`src/rtl/uart_line_buffer.sv`:
```
// Line-assembly stage behind the UART RX buffer: edits incoming bytes into a line
// and replays the finished line as a valid/ready byte stream with a last-beat flag.
module uart_line_buffer #(
  parameter int MAX_LEN = 32,
  parameter int LW      = $clog2(MAX_LEN + 1)
) (
  input  logic          clk,
  input  logic          rst,
  input  logic [7:0]    rx_data,
  input  logic          rx_empty,
  output logic          rx_get,
  output logic [7:0]    line_data,
  output logic          line_valid,
  output logic          line_last,
  output logic          line_err,
  input  logic          line_ready,
  output logic [LW-1:0] line_len
);

  localparam int            IW      = $clog2(MAX_LEN);
  localparam logic [LW-1:0] LEN_MAX = LW'(MAX_LEN);
  localparam logic [LW-1:0] ONE     = LW'(1);

  localparam logic [0:0] S_COLLECT = 1'b0;
  localparam logic [0:0] S_EMIT    = 1'b1;

  logic [7:0]    mem [MAX_LEN];
  logic [0:0]    state;
  logic [LW-1:0] len;
  logic [LW-1:0] rd;
  logic          ovf;

  logic accept;
  logic is_print;
  logic is_bs;
  logic is_term;
  logic at_last;
  logic xfer;
  logic has_room;

  assign accept   = (state == S_COLLECT) && !rx_empty;
  assign is_print = (rx_data >= 8'h20) && (rx_data <= 8'h7E);
  assign is_bs    = (rx_data == 8'h08) || (rx_data == 8'h7F);
  assign is_term  = (rx_data == 8'h0D) || (rx_data == 8'h0A);
  assign has_room = (len != LEN_MAX);
  assign at_last  = (rd == len - ONE);

  assign rx_get     = !rst && (state == S_COLLECT);
  assign line_valid = (state == S_EMIT);
  assign line_last  = line_valid && at_last;
  assign line_err   = line_last && ovf;
  assign line_data  = line_valid ? mem[rd[IW-1:0]] : 8'h00;
  assign line_len   = len;
  assign xfer       = line_valid && line_ready;

  // Line storage carries no reset; only slots below len are ever read back.
  always_ff @(posedge clk) begin
    if (accept && is_print && has_room) begin
      mem[len[IW-1:0]] <= rx_data;
    end
  end

  always_ff @(posedge clk or posedge rst) begin
    if (rst) begin
      state <= S_COLLECT;
      len   <= '0;
      rd    <= '0;
      ovf   <= 1'b0;
    end else begin
      case (state)
        S_COLLECT: begin
          if (accept) begin
            if (is_print) begin
              if (has_room) begin
                len <= len + ONE;
              end else begin
                ovf <= 1'b1;
              end
            end else if (is_bs) begin
              if (len != '0) begin
                len <= len - ONE;
              end
            end else if (is_term) begin
              // An empty terminator (e.g. LF after CR) also forgets a past overflow.
              if (len != '0) begin
                state <= S_EMIT;
                rd    <= '0;
              end else begin
                ovf <= 1'b0;
              end
            end
          end
        end
        S_EMIT: begin
          if (xfer) begin
            if (at_last) begin
              state <= S_COLLECT;
              len   <= '0;
              rd    <= '0;
              ovf   <= 1'b0;
            end else begin
              rd <= rd + ONE;
            end
          end
        end
        default: state <= S_COLLECT;
      endcase
    end
  end

endmodule
```
`config.mk`:
```
export PLATFORM = sky130hd
export DESIGN_NAME = uart_line_buffer
export DESIGN_NICKNAME = d
export VERILOG_FILES = /design/src/rtl/uart_line_buffer.sv
export SDC_FILE = /design/constraint.sdc
export NUM_CORES = 1
export LEC_CHECK = 0
export ABC_AREA = 1
export BUFFER_PORTS_ARGS = -buffer_cell sky130_fd_sc_hd__buf_2
export CAP_MARGIN = 20
export CELL_PAD_IN_SITES_DETAIL_PLACEMENT = 0
export CELL_PAD_IN_SITES_GLOBAL_PLACEMENT = 1
export CORE_MARGIN = 3
export CORE_UTILIZATION = 54
export DETAILED_ROUTE_END_ITERATION = 12
export MAX_ROUTING_LAYER = met4
export PLACE_DENSITY = 0.87
export SETUP_SLACK_MARGIN = 0.02
export SLEW_MARGIN = 20
export SYNTH_ARGS = -nofsm -noshare
export SYNTH_HDL_FRONTEND = slang
export SYNTH_SLANG_ARGS = --single-unit
```
`constraint.sdc`:
```
create_clock -name clk -period 4.1 [get_ports clk]
set_input_delay 0.41 -clock clk [delete_from_list [all_inputs] [get_ports clk]]
set_output_delay 0.41 -clock clk [all_outputs]
set_load 0.005 [all_outputs]
```
==> run metrics, run 1 <==
Net Sw Power=3.18 mW; VDD IR max=roughly 0.48 mV; vias in the first global route=roughly 7,800; Synth top area share=0.658; final period utilization=0.861; Final #Nets=approximately 1,100; syn_area_per_cell=roughly 11 um2; Port Buffers=29; Cells after Synth=roughly 1,100; GRT Max-Usage Layer=met2; CTS max path bufs=3; clock skew=10.9 ps; die height=between 150 and 200 um; layout cell share with drive strength beyond 1=0.0939; most frequent cell after synthesis=nand2_1; HP Class=in -> reg; Critical Path AT=about 3100 ps; yosys warns=0; post-DP HPWL=17.3 mm; CTS sink cnt=between 200 and 300; CTS tree=built; vias after detailed routing=7,962; Mapped Nets=about 1,100; cell chain of the critical path=clkinv_2 -> buf_12 -> o21ai_0 -> o22ai_1 -> nand2_1 -> nand2_1 -> nand3_1 -> a21oi_1 -> buf_2; pwr dens=about 670 nW/um2; register clock-pin slew on the reported worst setup and hold paths=roughly 70 ps; 1st-pass router iterations=5; Area contributors post-synth=edfxtp_1 66%, nand2_1 11%, nor2_1 3.2%; Vias/cell=approximately 5.8; Most common cell on crit path=nand2_1; final worst slack=569 ps; Worst EP required=between 3000 and 4000 ps; initial core utilization=0.552; Seq pwr share=0.382; Place WS=approximately 840 ps; Total GRT Usage=0.251; max incr delay on CP=around 690 ps; Routed WL=about 28 mm; Max-Cap Viols=0; largest net degree at the start of global routing=between 100 and 150; Final min period=3530 ps; Hold Vio Cnt, Final=0; I/O pin count=30; mapped cell area=approximately 12,000 um2; ys flop type=edfxtp_1; Post-Route Setup TNS=0 ps; met2 usage=0.385; startpoint types=flop; first-pass GRT wire length=44.4 mm; async set or reset register ratio after synthesis=0.0519; Die W=approximately 150 um; crit path kind=reg -> out; Sw Ratio=0.368; Distinct cells, synth=33; Max FO, Critical Path=124; final cell count without fillers=1,383; routed length per instance=roughly 20 um; DP Cell Count=approximately 1,300; antenna violations before repair=0; worst slew pin tran=between 800 and 900 ps; Post-synth EDFFs=between 200 and 300; drt drc=0; Setup crit end kind=primary output; clock latency on the worst-skew pair=approximately 530 ps; core area=21,200 um2; Die Area=approximately 23,000 um2; slowest CP cell=dfrtp_4; root buffer cell=clkbuf_16; Max-Slew Margin vs Limit=0.408; FMAX=~0.28 GHz; RSZ-0062 raised after global routing=no; GR Overflow Total=0; status=completed; CTS buffer count=27; floorplan row count=53; # H-tree levels=1; Routability Congestion=about 0.91; most frequent cells after synthesis=344 x nand2_1, 256 x edfxtp_1, 99 x nor2_1; clock share of power=0.290; LEAKAGE=4.75 nW; P&R area growth vs syn=10.2%; Pwr Total=about 8.6 mW; M1 GR Usage=0.356; detailed router's first-iteration violation count=between 800 and 900; Yosys reg bits=270; largest area contributor in the netlist=edfxtp_1; P_int=5.46 mW; combinational share of power=0.328; sequential area share after synthesis=0.688; Antenna Cells=0; final setup fails=0; final slew viol count=0; Final ANT Viol Nets=0; met3 Use GR=0.0430
[worst paths after layout]
path                            slack (ps)        start  depth (start not counted)            to
worst max-delay path                   570        rd[0]                          9  line_data[2]
worst min-delay path                   310     rx_empty                          6           ovf
worst max register to register        1180  line_len[0]                          9     mem[3][2]
worst min register to register         480          ovf                          2           ovf
max in group asynchronous             3180          rst                          3         rd[0]
min in group asynchronous              490          rst                          3   line_len[4]
[per-layer routing]
layer	vias to the layer above	routed length, um
met5	-	0
met4	0	703
met3	43	2380
met2	318	13100
met1	3858	12100
li1	3743	-
[through the flow]
stage                util  area [um2]  hold WS [ps]
detailed placement  0.566       12000           463
global route        0.609       12900           348
finish              0.609       12900           307
CTS                 0.609       12900           294
floorplan               -       11700           299
global placement    0.566       12000           464
[flip-flops by register name, summed over array words and instances (netlist names)]
name,cells
ovf,1
rd,6
line_valid,1
line_len,6
mem,256
[critical path, delay by kind of cell (launching register included)]
kind,cells,cell delay [ps]
flip-flops,1,690
AND/OR/NAND/NOR,3,380
buffers and inverters,3,720
AO/OA/AOI/OAI,3,690
[final cells by class]
cell class | instances | area [um2]
fill | 1696 | 8280
sequential | 270 | 8040
multi-input combinational | 708 | 3200
clock buffer | 35 | 706
tap | 275 | 344
timing repair buffer | 36 | 225
clock inverter | 14 | 194
inverter | 45 | 170
[power by group through the flow]
stage | clock network (mW) | registers [mW] | logic, mW
floorplan | 0 | 3.19 | 2.05
global placement | 0 | 3.35 | 2.79
detailed placement | 0 | 3.35 | 2.80
CTS | 2.53 | 3.29 | 2.82
global route | 2.66 | 3.31 | 3.16
finish | 2.50 | 3.30 | 2.83
[logic make-up after synthesis]
kind of cell,synth area share
simple gates,0.196
fa+ha+maj,0.00536
buf+inv,0.0383
flops,0.688
compound gates,0.0673
xor+xnor,0.00450
[cell usage in the layout, fill, tap and decap left out, drive strengths merged]
master and n:
nor3b 1, bufinv 5, inv 42, nor3 8, a21oi 44, a211oi 8
o22ai 28, buf 35, nor2 106, nand2 356, ha 5, dlygate4sd3 1
or2 1, clkinvlp 1, clkbuf 35, xor2 5, nand3 66, dfrtp 14
edfxtp 256, clkinv 11, o21ai 66, xnor2 1, nand3b 1, nand4 12
[timing repair]
item / in CTS / in global routing
endpoints found under the setup margin: 0 / 0
setup buffers: 0 / 0
resized for setup: 0 / 0
hold endpoints to repair: 14 / 0
hold buffers: 1 / 0
No activity file was read; power rests on OpenSTA's default activity.
==> run 2, diff against run 1 <==
--- a/config.mk
+++ b/config.mk
@@ -13,10 +13,11 @@
 export CORE_MARGIN = 3
 export CORE_UTILIZATION = 54
 export DETAILED_ROUTE_END_ITERATION = 12
+export GPL_TIMING_DRIVEN = 0
 export MAX_ROUTING_LAYER = met4
 export PLACE_DENSITY = 0.87
 export SETUP_SLACK_MARGIN = 0.02
-export SLEW_MARGIN = 20
+export SLEW_MARGIN = 10
 export SYNTH_ARGS = -nofsm -noshare
 export SYNTH_HDL_FRONTEND = slang
 export SYNTH_SLANG_ARGS = --single-unit
==> run 2 against run 1 <==
Worst hold slack worse by 30 ps. Global-route usage hardly changed. Flip-flop and latch count stayed put. Wire length is 2.2% higher. Power is 0.74% lower. Count of clock-buffer cells in the layout is 3 lower. Worst setup slack better by 310 ps. Combinational power is 14% higher. Core utilization is 0.43 points higher. Maximum frequency is 9.6% higher. Non-clock buffer count is 47 higher. Critical path type unchanged. Critical endpoint is now line_data[0]. Largest power group is now combinational cells.
==> run metrics, run 2 (same netlist as run 1, synthesis figures left out) <==
initial core utilization=0.552 (unchanged); vias after detailed routing=8,060 (+1.2%); Vias/cell=5.63 (-2.2%); core area=21,200 um2 (unchanged); post-DP HPWL=18.9 mm (+9.4%); CTS sink cnt=270 (unchanged); Setup crit end kind=primary output; Total GRT Usage=0.251 (about the same); Pwr Total=8.57 mW (-0.74%); register clock-pin slew on the reported worst setup and hold paths=70 ps (about the same); fillers=1,723 (+1.6%); Final #Nets=1,152 (+4.3%); drt drc=0 (unchanged); Post-Route Setup TNS=0 ps (unchanged); Util after Layout=0.613 (+0.00432); Die W=153 um (unchanged); WP depth=10 (+1); # H-tree levels=1 (unchanged); final setup fails=0 (unchanged); first-pass GRT wire length=43.6 mm (-1.7%); LEAKAGE=4.83 nW (+1.8%); # hold bufs at CTS=1 (unchanged); HP Class=in -> reg; vias in the first global route=7,477 (-3.7%); Max FO, Critical Path=10 (-92%); Final min period=3220 ps (-310 ps); cell chain of the critical path=buf_2 -> inv_2 -> nand2_2 -> inv_2 -> buf_2 -> a211oi_1 -> nand2_1 -> nand3_1 -> a21oi_1 -> buf_2; postcts setup bufs=0 (unchanged); RSZ-0062 raised after global routing=no; max FFs per register=256 (unchanged); CTS tree=built; Most common cell on crit path=buf_2; layout cell share with drive strength beyond 1=0.112 (+0.0186); Max-Cap Viols=0 (unchanged); slowest CP cell=dfrtp_1; Bufs and invs on worst path=5 (+2); crit path kind=reg -> out; Critical Path AT=2810 ps (-310 ps); Worst EP required=3690 ps (about the same); DP Cell Count=1,380 (+3.5%); commonest non-fill, non-tap cell in the layout=nand2_1; GR Overflow Total=0 (unchanged); max incr delay on CP=380 ps (-310 ps); Routability Congestion=0.886 (-2.4%); CP Capture Point=line_data[0]; Sequential Area=8040 um2 (about the same); status=completed; worst reg2reg path startpoint=line_len[0]; 1st-pass router iterations=5 (unchanged); commonest non-fill, non-tap cells in the layout=344 x nand2_1, 256 x edfxtp_1, 99 x nor2_1; worst slew pin tran=858 ps (-29.6 ps); critical path startpoint=rd[1]; Port Buffers=29 (unchanged); largest net degree at the start of global routing=36 (-71%); R2R depth=10 (+1); reg2reg setup slack=1180 ps (about the same); die height=153 um (unchanged); crit-path leading delay family=buffers and inverters; final slew viol count=0 (unchanged); FMAX=0.310 GHz (+9.6%); Hold Vio Cnt, Final=0 (unchanged); post_cts resized=0 (unchanged); Multi-input gate area=3200 um2 (unchanged); VDD IR max=0.417 mV (-13%); Routed WL=28.9 mm (+2.2%); final cell count without fillers=1,431 (+3.5%); Antenna Cells=0 (unchanged); antenna violations before repair=0 (unchanged); Die Area=23,400 um2 (unchanged); CTS max path bufs=3 (unchanged); final period utilization=0.786 (-0.0755); floorplan row count=53 (unchanged); pwr dens=661 nW/um2 (-1.4%); startpoint types=flop; clock skew=15.7 ps (+4.79 ps); Max-Slew Margin vs Limit=0.426 (+0.0176); detailed router's first-iteration violation count=823 (-1.2%); I/O pin count=30 (unchanged); clock latency on the worst-skew pair=530 ps (about the same); Final ANT Viol Nets=0 (unchanged); Reg-to-Reg End=mem[4][2]; P&R area growth vs syn=11.0%; root buffer cell=clkbuf_16; CTS buffer count=27 (unchanged); routed length per instance=20.2 um (-1.2%)
run 2: cell types whose count changed in the layout (fill, tap and decap cells not counted), moves of 2 or more:
cell,delta
buf_12,-2
buf_6,+4
buf_2,+22
clkbuf_1,+17
clkinv_1,+3
buf_4,+2
bufinv_16,-5
clkinv_2,+3
run 2: worst min-delay path, stage by stage:
cell	delay [ps]
buf_2	90
nand2_1	60
nand2_1	70
nor2_1	40
nand2_1	50
nand2_1	40
run 2: how the worst min path moves through the flow:
stage | start | endpoint | cells after the start
2_1_floorplan | rst | line_len[0] | 1
4_1_cts | rx_empty | ovf | 6
3_3_place_gp | ovf | ovf | 2
3_5_place_dp | ovf | ovf | 2
5_1_grt | rx_empty | ovf | 6
6_report | rx_empty | ovf | 6
run 2: cell type report:
cell class,instances,share of cell area
Clock buffer,32,0.0536
Tap cell,275,0.0265
Clock inverter,18,0.00714
Sequential cell,270,0.620
Timing Repair Buffer,30,0.0120
Buffer,53,0.0215
Multi-Input combinational cell,708,0.246
Inverter,45,0.0130
run 2: power by group:
part           leakage, nW  internal [mW]  switching [mW]
registers             2.48           3.08          0.0686
logic                 1.96          0.969            2.25
clock network        0.392           1.21           0.991
total                 4.83           5.26            3.31
run 2: metrics by stage:
stage | setup slack, ps | area [um2] | hold WS, ps
2_1_floorplan | 1890 | 11700 | 299
3_3_place_gp | 837 | 12200 | 461
3_5_place_dp | 790 | 12200 | 459
4_1_cts | 841 | 13000 | 270
5_1_grt | 660 | 13000 | 325
6_report | 879 | 13000 | 278
run 2: per-layer routing:
metal / wire (um) / global-route usage / vias to the layer above
li1: - / - / 3834
met1: 12700 / 0.359 / 3843
met2: 13500 / 0.393 / 328
met3: 1980 / 0.0266 / 55
met4: 778 / 0.0666 / 0
met5: 0 / - / -
==> run 3, diff against run 2 <==
--- a/config.mk
+++ b/config.mk
@@ -5,7 +5,7 @@
 export SDC_FILE = /design/constraint.sdc
 export NUM_CORES = 1
 export LEC_CHECK = 0
-export ABC_AREA = 1
+export ABC_AREA = 0
 export BUFFER_PORTS_ARGS = -buffer_cell sky130_fd_sc_hd__buf_2
 export CAP_MARGIN = 20
 export CELL_PAD_IN_SITES_DETAIL_PLACEMENT = 0
@@ -15,7 +15,7 @@
 export DETAILED_ROUTE_END_ITERATION = 12
 export GPL_TIMING_DRIVEN = 0
 export MAX_ROUTING_LAYER = met4
-export PLACE_DENSITY = 0.87
+export PLACE_DENSITY = 0.82
 export SETUP_SLACK_MARGIN = 0.02
 export SLEW_MARGIN = 10
 export SYNTH_ARGS = -nofsm -noshare
==> constraint.sdc (replaced) <==
create_clock -name clk -period 3.35 [get_ports clk]
set_input_delay 0.335 -clock clk [delete_from_list [all_inputs] [get_ports clk]]
set_output_delay 0.335 -clock clk [all_outputs]
set_load 0.005 [all_outputs]
==> run 3 against run 2 <==
Final area is 0.51% higher. Worst setup slack worse by 800 ps. Critical path depth is 2 lower. Synthesized area is 3.4% lower. Global-route usage is 2.5 points lower. Core utilization is 2.7 points higher. Synthesized cell count is 41% lower. Combinational power is 5% higher.
==> run metrics, run 3 <==
Final #Nets=714 (-38%); Bufs and invs on worst path=3 (-2); reg2reg setup slack=110 ps (-1070 ps); Die W=151 um (-1.6%); FMAX=a little over 0.3 GHz; final slew viol count=0 (unchanged); fillers=1,398 (-19%); syn_area_per_cell=17.7 um2 (+63%); clock skew=13.9 ps (-1.80 ps); Area contributors post-synth=edfxtp_1 68%, mux4_2 9.6%, dfrtp_1 3.1%; placed cell areas=11,800 um2 (-3.3%); Max-Cap Viols=0 (unchanged); Max-Slew Margin vs Limit=0.493 (+0.0671); first-pass GRT wire length=37.0 mm (-15%); VDD IR max=0.501 mV (+20%); finished layout cell area=13,000 um2 (+0.51%); Total GRT Usage=0.226 (-0.0254); HP Class=in -> reg; mapped cell area=11,300 um2 (-3.4%); Hold Crit Depth=3 (-3); commonest non-fill, non-tap cells in the layout=256 x edfxtp_1, 48 x mux4_2, 41 x nor2_1; Port Buffers=29 (unchanged); I/O pin count=30 (unchanged); Setup crit end kind=primary output; DP Cell Count=937 (-32%); most frequent cell after synthesis=edfxtp_1; Most common cell on crit path=nor2_1; Max FO, Critical Path=10 (unchanged); final cell count without fillers=985 (-31%); CTS buffer count=27 (unchanged); commonest non-fill, non-tap cell in the layout=edfxtp_1; 1st-pass router iterations=6 (+1); largest area contributor in the netlist=edfxtp_1; slowest CP cell=mux4_2; Vias/cell=6.26 (+11%); Die Area=22,700 um2 (-3.2%); postcts setup bufs=0 (unchanged); Multi-input gate area=3330 um2 (+4.2%); root buffer cell=clkbuf_16; initial core utilization=0.554 (+0.00218); Antenna Cells=0 (unchanged); ys flop type=edfxtp_1; P&R area growth vs syn=15.4%; Mapped Nets=655 (-40%); GR Overflow Total=0 (unchanged); worst slew pin tran=760 ps (-97.5 ps); CTS sink cnt=270 (unchanged); final setup fails=0 (unchanged); vias in the first global route=6,070 (-19%); met3 Use GR=0.0283 (+0.00168); post-DP HPWL=15.7 mm (-17%); layout cell share with drive strength beyond 1=0.302 (+0.190); Routed WL=24.5 mm (-15%); most frequent cells after synthesis=256 x edfxtp_1, 73 x nor2_1, 48 x mux4_2; max FFs per register=256 (unchanged); Final min period=about 3300 ps; vias after detailed routing=6,164 (-24%); Final ANT Viol Nets=0 (unchanged); crit-path leading delay family=buffers and inverters; Sequential Area=8040 um2 (unchanged); met2 usage=0.340 (-0.0539); register clock-pin slew on the reported worst setup and hold paths=60 ps (about the same); Hold Vio Cnt, Final=0 (unchanged); Place WS=-382 ps (-1170 ps); hold_sp=line_ready; worst reg2reg path startpoint=line_len[1]; GRT Max-Usage Layer=met2; R2R depth=7 (-3); async set or reset register ratio after synthesis=0.0519 (unchanged); core area=20,400 um2 (-3.7%); crit path kind=reg -> out; Post-synth EDFFs=256 (unchanged); M1 GR Usage=0.339 (-0.0197); CTS tree=built; Pwr Total=10.2 mW (+20%); final worst slack=83.0 ps (-796 ps); Critical Path AT=2930 ps (+120 ps); Reg-to-Reg End=mem[29][5]; # H-tree levels=1 (unchanged); detailed router's first-iteration violation count=694 (-16%); drt drc=0 (unchanged); cell chain of the critical path=clkbuf_1 -> buf_4 -> mux4_2 -> nor2_1 -> nor2_1 -> o41ai_2 -> a221oi_1 -> buf_2; pwr dens=786 nW/um2 (+19%); Yosys reg bits=270 (unchanged); RSZ-0062 raised after global routing=yes; Routability Congestion=0.887 (about the same); startpoint types=flop; final period utilization=0.975; antenna violations before repair=0 (unchanged); floorplan row count=52 (-1.9%); clock latency on the worst-skew pair=540 ps (about the same); CTS max path bufs=3 (unchanged); largest net degree at the start of global routing=37 (+2.8%); Cells after Synth=638 (-41%); Worst EP required=3010 ps (-680 ps); Min-Delay Endpoint=ovf; Distinct cells, synth=64 (+94%); Synth top area share=0.681 (+0.0228); routed length per instance=24.8 um (+23%); yosys warns=0 (unchanged); max incr delay on CP=540 ps (+160 ps); die height=151 um (-1.6%); LEAKAGE=4.25 nW (-12%); status=completed; sequential area share after synthesis=0.712 (+0.0239)
[run 3: worst min-delay path: stages]
cell	delay, ps
buf_2	130
a21boi_0	90
a2bb2oi_1	120
[run 3: layer usage]
metal / wire [um] / part of all wire
met1: 10800 / 0.44
met2: 11800 / 0.48
met3: 1570 / 0.064
met4: 348 / 0.014
met5: 0 / 0
[run 3: what timing repair did]
action | CTS | global route
gates cloned | 0 | 0
endpoints found under the hold margin | 14 | 0
hold buffers | 1 | 0
endpoints found under the setup margin | 265 | 264
gates resized for setup | 57 | 41
[run 3: power breakdown]
group | internal [mW] | switching (mW)
combinational | 1.45 | 1.94
clock | 1.79 | 1.21
sequential | 3.78 | 0.0771
total | 7.02 | 3.23
[run 3: metrics by stage]
stage	setup TNS [ps]	hold slack, ps	utilization
finish	0	182	0.640
global route	-2670	197	0.640
CTS	0	165	0.631
detailed placement	-77090	424	0.578
global placement	-57880	416	0.578
floorplan	0	224	-
[run 3: logic make-up (layout without fill, tap and decap cells)]
logic type | Yosys count | after routing | synth area share
mux | 84 | 84 | 0.128
xor+xnor | 9 | 9 | 0.00698
compound gates | 90 | 90 | 0.0638
flops | 270 | 270 | 0.712
simple gates | 135 | 135 | 0.0608
buf+inv | 45 | 122 | 0.0231
fa+ha+maj | 5 | 5 | 0.00554
[run 3: how the worst max path moves through the flow]
stage                      startpoint      endpoint  cells after the start
after floorplan           line_len[0]    mem[10][0]                      8
after global placement    line_len[1]    mem[28][4]                      7
after detailed placement  line_len[1]    mem[28][4]                      7
after CTS                 line_len[1]    mem[28][5]                      7
after global routing      line_len[1]    mem[22][7]                      7
final                           rd[0]  line_data[6]                      8
[run 3: final cells by class]
class / count / area share
Buffer: 39 / 0.0210
Clock inverter: 14 / 0.0136
Inverter: 6 / 0.00173
Timing Repair Buffer: 30 / 0.0119
Tap cell: 270 / 0.0259
Clock buffer: 33 / 0.0536
Sequential cell: 270 / 0.617
Multi-Input combinational cell: 323 / 0.256
